[src/rtl/write_buffer_ctrl.sv]
// Write-buffer drain controller: pops FIFO entries into back-end writes and
// shares the back-end port with line-fill reads, which wait for an empty buffer.
module write_buffer_ctrl #(
  parameter int ADDR_W  = 32,
  parameter int DATA_W  = 32,
  parameter int N_BYTES = DATA_W / 8,
  parameter int WORD_W  = ADDR_W + N_BYTES + DATA_W
) (
  input  logic               clock,
  input  logic               reset,
  input  logic               fifo_empty,
  output logic               fifo_rd,
  input  logic [WORD_W-1:0]  fifo_dataout,
  input  logic               rd_req,
  input  logic [ADDR_W-1:0]  rd_addr,
  output logic               rd_ack,
  output logic [DATA_W-1:0]  rd_rdata,
  output logic               mem_valid,
  output logic [ADDR_W-1:0]  mem_addr,
  output logic [DATA_W-1:0]  mem_wdata,
  output logic [N_BYTES-1:0] mem_wstrb,
  input  logic [DATA_W-1:0]  mem_rdata,
  input  logic               mem_ready,
  output logic               busy
);

  typedef enum logic [2:0] {
    IDLE  = 3'd0,
    POP   = 3'd1,
    LOAD  = 3'd2,
    WRITE = 3'd3,
    READ  = 3'd4,
    ACK   = 3'd5
  } state_t;

  state_t state;

  assign busy = (state != IDLE) | ~fifo_empty;

  // Drain/arbitration FSM; every back-end and requester output is a flop.
  always_ff @(posedge clock) begin
    if (reset) begin
      state     <= IDLE;
      fifo_rd   <= 1'b0;
      rd_ack    <= 1'b0;
      rd_rdata  <= '0;
      mem_valid <= 1'b0;
      mem_addr  <= '0;
      mem_wdata <= '0;
      mem_wstrb <= '0;
    end else begin
      case (state)
        IDLE: begin
          // Buffered writes always win so a read never overtakes an older write.
          if (!fifo_empty) begin
            state   <= POP;
            fifo_rd <= 1'b1;
          end else if (rd_req) begin
            state     <= READ;
            mem_addr  <= rd_addr;
            mem_wstrb <= '0;
            mem_wdata <= '0;
            mem_valid <= 1'b1;
          end else begin
            state <= IDLE;
          end
        end
        POP: begin
          fifo_rd <= 1'b0;
          state   <= LOAD;
        end
        LOAD: begin
          mem_addr  <= fifo_dataout[WORD_W-1 -: ADDR_W];
          mem_wstrb <= fifo_dataout[DATA_W +: N_BYTES];
          mem_wdata <= fifo_dataout[DATA_W-1:0];
          mem_valid <= 1'b1;
          state     <= WRITE;
        end
        WRITE: begin
          if (mem_ready) begin
            mem_valid <= 1'b0;
            state     <= IDLE;
          end else begin
            state <= WRITE;
          end
        end
        READ: begin
          if (mem_ready) begin
            rd_rdata  <= mem_rdata;
            rd_ack    <= 1'b1;
            mem_valid <= 1'b0;
            state     <= ACK;
          end else begin
            state <= READ;
          end
        end
        ACK: begin
          rd_ack <= 1'b0;
          state  <= IDLE;
        end
        default: begin
          state     <= IDLE;
          fifo_rd   <= 1'b0;
          rd_ack    <= 1'b0;
          mem_valid <= 1'b0;
        end
      endcase
    end
  end

endmodule

[config.mk]
export PLATFORM = sky130hd
export DESIGN_NAME = write_buffer_ctrl
export DESIGN_NICKNAME = d
export VERILOG_FILES = /design/src/rtl/write_buffer_ctrl.sv
export SDC_FILE = /design/constraint.sdc
export NUM_CORES = 1
export LEC_CHECK = 0
export CAP_MARGIN = 15
export CORE_AREA = 2 2 93 95
export DETAILED_ROUTE_END_ITERATION = 8
export DIE_AREA = 0 0 95 97
export DONT_BUFFER_PORTS = 1
export PLACE_DENSITY = 0.66
export SLEW_MARGIN = 20
export SYNTH_ARGS = -nofsm -noshare
export SYNTH_HDL_FRONTEND = slang
export SYNTH_SLANG_ARGS = --single-unit
[constraint.sdc]
create_clock -name clock -period 1.6 [get_ports clock]
set_input_delay 0.4 -clock clock [delete_from_list [all_inputs] [get_ports clock]]
set_output_delay 0.4 -clock clock [all_outputs]
set_load 0.01 [all_outputs]
==> results.sh, run 1 <==
export IMPL_outcome="completed"
export IMPL_dp_hpwl_um=6640
export IMPL_gp_congestion=0.820
export IMPL_cts_buffer_depth=2
export IMPL_cp_start_kind="flop"
export IMPL_vias=2947
export IMPL_grt_util_met1_pct=21.4
export IMPL_clk_insertion_delay_late_ns=0.36
export IMPL_pre_cts_slack_ns=0.247
export IMPL_cts_buffers=9
export IMPL_crit_required_ns=1.20
export IMPL_drt_pass1_iterations=4
export IMPL_vias_per_cell=5.87
export IMPL_overflow=0
export IMPL_synthDistinctLibCells=30
export IMPL_drt_iter0_markers=136
export IMPL_utilization_pct=55.0
export IMPL_final_common_cell="dfxtp_1"
export IMPL_placementRows=33
export IMPL_avgSynthCellArea_um2=10.3
export IMPL_cp_end_kind="output pin"
export IMPL_htree_levels=3
export IMPL_vdd_drop_max_v=0.000520
export IMPL_drv_slew=0
export IMPL_slew_headroom_pct=78.1
export IMPL_grt_max_degree=73
export IMPL_p_per_area_nw_per_um2=1240
export IMPL_diodes=0
export IMPL_ioPinCount=241
export IMPL_nFillCells=727
export IMPL_p_total_uw=5550
export IMPL_worst_slew_pin_slew_ns=0.328
export IMPL_ys_ff_latch=106
export IMPL_grt_busiest_layer="met2"
export IMPL_die_w_um=95
export IMPL_placed_cells=484
export IMPL_fin_skew_ns=0.00994
export IMPL_path_clk_slew_ns=0.10
export IMPL_max_freq_ghz=0.626
export IMPL_cts_tree="built"
export IMPL_ys_warn_count=0
export IMPL_instances_no_fill=502
export IMPL_ant_nets=0
export IMPL_root_buffer="clkbuf_8"
export IMPL_synth_nets=541
export IMPL_grt_usage_pct=19.3
export IMPL_setup_violations=0
export IMPL_synth_area_leader_cell="dfxtp_1"
export IMPL_cp_arrival_ns=1.20
export IMPL_fin_ws_ns=0.00359
export IMPL_initial_core_util_pct=51.2
export IMPL_grt_pass1_wl_um=14100
export IMPL_synth_cells=404
export IMPL_hold_buffers=0
export IMPL_synth_area_leaders="dfxtp_1 51%, a211oi_2 9.0%, a21oi_1 8.2%, mux2i_1 7.7%, a22o_1 7.6%"
export IMPL_hp_class="primary input to flop"
export IMPL_path_max_fanout=2
export IMPL_syn2layout_area_growth_pct=7.42
export IMPL_max_cap_violations=0
export IMPL_min_period_ns=1.60
export IMPL_min_path_cells=1
export IMPL_p_leak_uw=0.00151
export IMPL_ys_seq_area_share_pct=50.9
export IMPL_layout_drive_gt1_share_pct=18.4
export IMPL_synth_area_um2=4170
export IMPL_holdWs_ns=0.0944
export IMPL_layout_common_cells="104 x dfxtp_1, 68 x a21oi_1, 64 x nand2_1"
export IMPL_die_h_um=97
export IMPL_antenna_found_initial=0
export IMPL_rsz0062_at_grt="true"
export IMPL_die_area_um2=9220
export IMPL_drc=0
export IMPL_criticalPathCategory="flop to output pin"
export IMPL_totalWireLength_um=9440
export IMPL_numPortBuffers=0
export IMPL_core_area_um2=8130
export IMPL_met2_usage_pct=33.6
export IMPL_wl_per_cell_um=18.8
export IMPL_cts_sinks=106
export IMPL_grt_pass1_vias=2793
export IMPL_grt_met3_usage_pct=7.17
export IMPL_finalNetCount=529
export IMPL_synth_top_area_share_pct=50.9
export IMPL_worst_r2r_path_depth=5
export IMPL_hold_viol=0
export IMPL_period_share_pct=99.8
-- path summary, 6_finish.rpt --
kind / start / slack, ns / end
hold / removal: reset / 0.09 / rd_rdata[5]
setup reg to reg: state[1] / 0.15 / mem_addr[23]
hold reg to reg: rd_rdata[8] / 0.50 / rd_rdata[8]
setup / recovery: state[1] / 0.004 / busy
-- stage by stage --
stage	area [µm²]	TNS [ns]
floorplan	4170	0
global placement	4260	0
detailed placement	4260	0
CTS	4470	-0.0238
global route	4470	-0.0409
finish	4470	0
-- routing by layer --
metal  vias up  wire, µm
met5         -         0
met4         0        92
met3         9       937
met2       147      4810
met1      1371      3590
li1       1420         -
-- cell families (layout without fill, tap and decap cells) --
family | after synthesis | after routing | synth area share, %
DFF | 106 | 106 | 50.9
AOI/OAI and AO/OA | 141 | 141 | 26.4
buffers and inverters | 42 | 35 | 6.04
and+or+nand+nor | 83 | 83 | 8.95
muxes | 32 | 32 | 7.69
-- state kept, by name, indices dropped and copies added (netlist names) --
signal	count
mem_wdata	32
mem_wstrb	4
state	3
mem_addr	32
rd_ack	1
mem_valid	1
rd_rdata	32
fifo_rd	1
-- synthesized netlist by cell type --
library cell / n
a21oi_1: 68
inv_1: 2
a211oi_2: 30
a211oi_1: 2
buf_4: 2
or3_1: 1
a21oi_4: 1
buf_6: 9
a221oi_1: 1
and3_1: 1
dfxtp_1: 106
nand4bb_1: 1
clkbuf_1: 12
and4bb_2: 1
o221a_2: 1
a22o_1: 36
a21o_1: 1
nor2_1: 6
nand3b_1: 1
nor2_2: 1
buf_2: 15
and2_1: 1
nor4_1: 2
nand2_1: 64
buf_1: 2
mux2i_1: 32
nor3_1: 1
a32oi_1: 1
nor4b_4: 1
nand2b_1: 2
-- cell type report --
type / instances / area, µm² / area share (%)
clock buffer: 9 / 124 / 2.77
clock inverter: 7 / 60.1 / 1.34
inverter: 2 / 7.51 / 0.168
multi-input combinational: 256 / 1810 / 40.4
sequential: 106 / 2130 / 47.5
tap: 105 / 131 / 2.94
timing repair buffer: 17 / 219 / 4.89
-- timing repair --
item	4_1_cts	5_1_grt
resized for setup	5	0
setup endpoints to repair	1	1
buffers inserted	2	0
-- where the power goes --
group          internal [µW]  switching (µW)  total, µW
logic                    428             484        912
clock network            594             944       1540
registers               2850             246       3100
total                   3870            1670       5550
-- critical path, stage by stage (launching register included) --
cell	delay, ns
dfxtp_4	0.36
nand2b_4	0.14
or3_4	0.35
Power figures use the tool's default switching activity.
==> run 2: changes to the inputs <==
--- a/config.mk
+++ b/config.mk
@@ -5,12 +5,13 @@
 export SDC_FILE = /design/constraint.sdc
 export NUM_CORES = 1
 export LEC_CHECK = 0
+export ABC_AREA = 1
 export CAP_MARGIN = 15
-export CORE_AREA = 2 2 93 95
+export CORE_MARGIN = 2
+export CORE_UTILIZATION = 55
 export DETAILED_ROUTE_END_ITERATION = 8
-export DIE_AREA = 0 0 95 97
 export DONT_BUFFER_PORTS = 1
-export PLACE_DENSITY = 0.66
+export PLACE_DENSITY = 0.7
 export SLEW_MARGIN = 20
 export SYNTH_ARGS = -nofsm -noshare
 export SYNTH_HDL_FRONTEND = slang
==> run 2 against run 1 <==
Worst setup slack improved by 0.096 ns; count of clock-buffer cells in the layout did not move; register-to-register slack improved by 0.07 ns; fmax increased by 6.4%; largest cell class unchanged; via count is 28% higher; sequential cell count stayed put; critical path depth unchanged; sequential power grew 3%; final area grew 3.8%; critical endpoint unchanged; die area shrank 6.3%.
==> results.sh, run 2 <==
export IMPL_outcome="completed"
export IMPL_p_leak_uw=0.00204
export IMPL_nFillCells=747
export IMPL_path_clk_slew_ns=0.10
export IMPL_grt_max_degree=53
export IMPL_path_max_fanout=5
export IMPL_diodes=0
export IMPL_synthDistinctLibCells=19
export IMPL_cts_tree="built"
export IMPL_layout_common_cells="243 x nand2_1, 135 x nor2_1, 105 x dfxtp_1"
export IMPL_utilization_pct=60.4
export IMPL_cp_end_kind="output pin"
export IMPL_grt_usage_pct=22.6
export IMPL_cp_arrival_ns=1.10
export IMPL_hold_buffers=0
export IMPL_root_buffer="clkbuf_8"
export IMPL_synth_top_area_share_pct=48.8
export IMPL_cts_sinks=106
export IMPL_worst_slew_pin_slew_ns=0.270
export IMPL_vdd_drop_max_v=0.000698
export IMPL_synth_area_leaders="dfxtp_1 49%, nand2_1 21%, nor2_1 12%, a21oi_1 4.5%, o21ai_0 3.8%"
export IMPL_r2r_setup_slack_ns=0.22
export IMPL_max_cap_violations=0
export IMPL_max_freq_ghz=0.666
export IMPL_yosysMostFrequentCell="nand2_1"
export IMPL_die_w_um=92.9
export IMPL_numPortBuffers=0
export IMPL_drt_iter0_markers=113
export IMPL_clk_insertion_delay_late_ns=0.35
export IMPL_min_period_ns=1.50
export IMPL_min_from="reset"
export IMPL_crit_required_ns=1.20
export IMPL_ys_flop_type="dfxtp_1"
export IMPL_synth_cells=650
export IMPL_r2r_end="rd_rdata[24]"
export IMPL_synth_area_leader_cell="dfxtp_1"
export IMPL_ant_nets=0
export IMPL_ys_ff_latch=106
export IMPL_avgSynthCellArea_um2=6.69
export IMPL_htree_levels=3
export IMPL_initial_core_util_pct=56.6
export IMPL_core_area_um2=7690
export IMPL_setup_tns_ns=0
export IMPL_dpl_instance_area_um2=4430
export IMPL_setup_violations=0
export IMPL_die_h_um=92.9
export IMPL_layout_drive_gt1_share_pct=5.63
export IMPL_synth_edff_count=0
export IMPL_vias=3775
export IMPL_hp_class="primary input to flop"
export IMPL_drv_slew=0
export IMPL_drc=0
export IMPL_min_to="mem_wdata[31]"
export IMPL_dp_hpwl_um=7400
export IMPL_final_common_cell="nand2_1"
export IMPL_ys_warn_count=0
export IMPL_overflow=0
export IMPL_period_share_pct=93.8
export IMPL_hold_viol=0
export IMPL_gp_congestion=0.746
export IMPL_fin_skew_ns=0.0186
export IMPL_rsz0062_at_grt="false"
export IMPL_p_per_area_nw_per_um2=1270
export IMPL_r2r_start="state[0]"
export IMPL_wl_per_cell_um=13.8
export IMPL_p_total_uw=5880
export IMPL_synth_nets=787
export IMPL_cp_start_kind="flop"
export IMPL_totalWireLength_um=10200
export IMPL_slew_headroom_pct=81.9
export IMPL_cts_buffer_depth=2
export IMPL_die_area_um2=8630
export IMPL_syn2layout_area_growth_pct=6.85
export IMPL_synthTopCellsByCount="243 x nand2_1, 135 x nor2_1, 106 x dfxtp_1"
export IMPL_finalNetCount=771
export IMPL_grt_pass1_vias=3378
export IMPL_vias_per_cell=5.09
export IMPL_ys_seq_area_share_pct=48.8
export IMPL_async_reset_ff_share_pct=0
export IMPL_ioPinCount=241
export IMPL_placementRows=32
export IMPL_criticalPathCategory="flop to output pin"
export IMPL_grt_pass1_wl_um=15700
export IMPL_cts_buffers=9
export IMPL_fin_ws_ns=0.0996
export IMPL_reg_top3="mem_addr: 32 flops, mem_wdata: 32 flops, rd_rdata: 32 flops"
export IMPL_synth_area_um2=4350
export IMPL_worst_r2r_path_depth=6
export IMPL_min_path_cells=1
export IMPL_antenna_found_initial=0
export IMPL_pre_cts_slack_ns=0.240
export IMPL_design_area_um2=4650
export IMPL_drt_pass1_iterations=4
## run 2: logic make-up (layout without fill, tap and decap cells)
group,count (synthesis),in the layout,synth area share (%)
compound gates,73,73,8.66
buf+inv,81,70,8.14
flops,106,106,48.8
simple gates,390,390,34.4
## run 2: what timing repair did
action | CTS | global route
setup buffers | 0 | 0
resized for setup | 0 | 2
setup endpoints to repair | 0 | 1
## run 2: power by group
part | switching [µW] | internal, µW
Sequential | 300 | 2890
Combinational | 629 | 380
Clock | 934 | 752
Total | 1860 | 4020
## run 2: how the worst max path moves through the flow
stage / startpoint / end / slack (ns)
after floorplan: fifo_empty / mem_wdata[24] / 0.35
after global placement: state[0] / rd_rdata[6] / 0.30
after detailed placement: state[0] / rd_rdata[6] / 0.24
after CTS: state[2] / busy / 0.02
after global routing: state[0] / busy / 0.03
final: state[0] / busy / 0.1
## run 2: cell type report
type / count / area, µm² / share of cell area [%]
Sequential cell: 106 / 2120 / 45.7
Clock inverter: 7 / 83.8 / 1.80
Inverter: 42 / 158 / 3.39
Multi-Input combinational cell: 463 / 1880 / 40.4
Clock buffer: 9 / 124 / 2.67
Tap cell: 102 / 128 / 2.75
Timing Repair Buffer: 12 / 153 / 3.29
## run 2: per-stage QoR
step	hold slack (ns)	std cells
5_1_grt	0.0760	741
4_1_cts	0.0698	741
3_3_place_gp	0.472	725
6_report	0.105	741
2_1_floorplan	0.483	650
3_5_place_dp	0.474	725
## run 2: metal layers
layer / global-route usage, % / vias to the layer above / wire (µm) / share of wire (%)
met5: 0 / - / 0 / 0
met4: 10.3 / 0 / 218 / 2.1
met1: 25.2 / 1640 / 4000 / 39
met3: 8.79 / 18 / 1170 / 11
met2: 38.2 / 181 / 4860 / 47
li1: - / 1936 / - / -
## run 2: critical path, stage by stage, from the launching register on
cell and delay, ns:
dfxtp_1 0.38, nor2_2 0.23, nand3_2 0.15
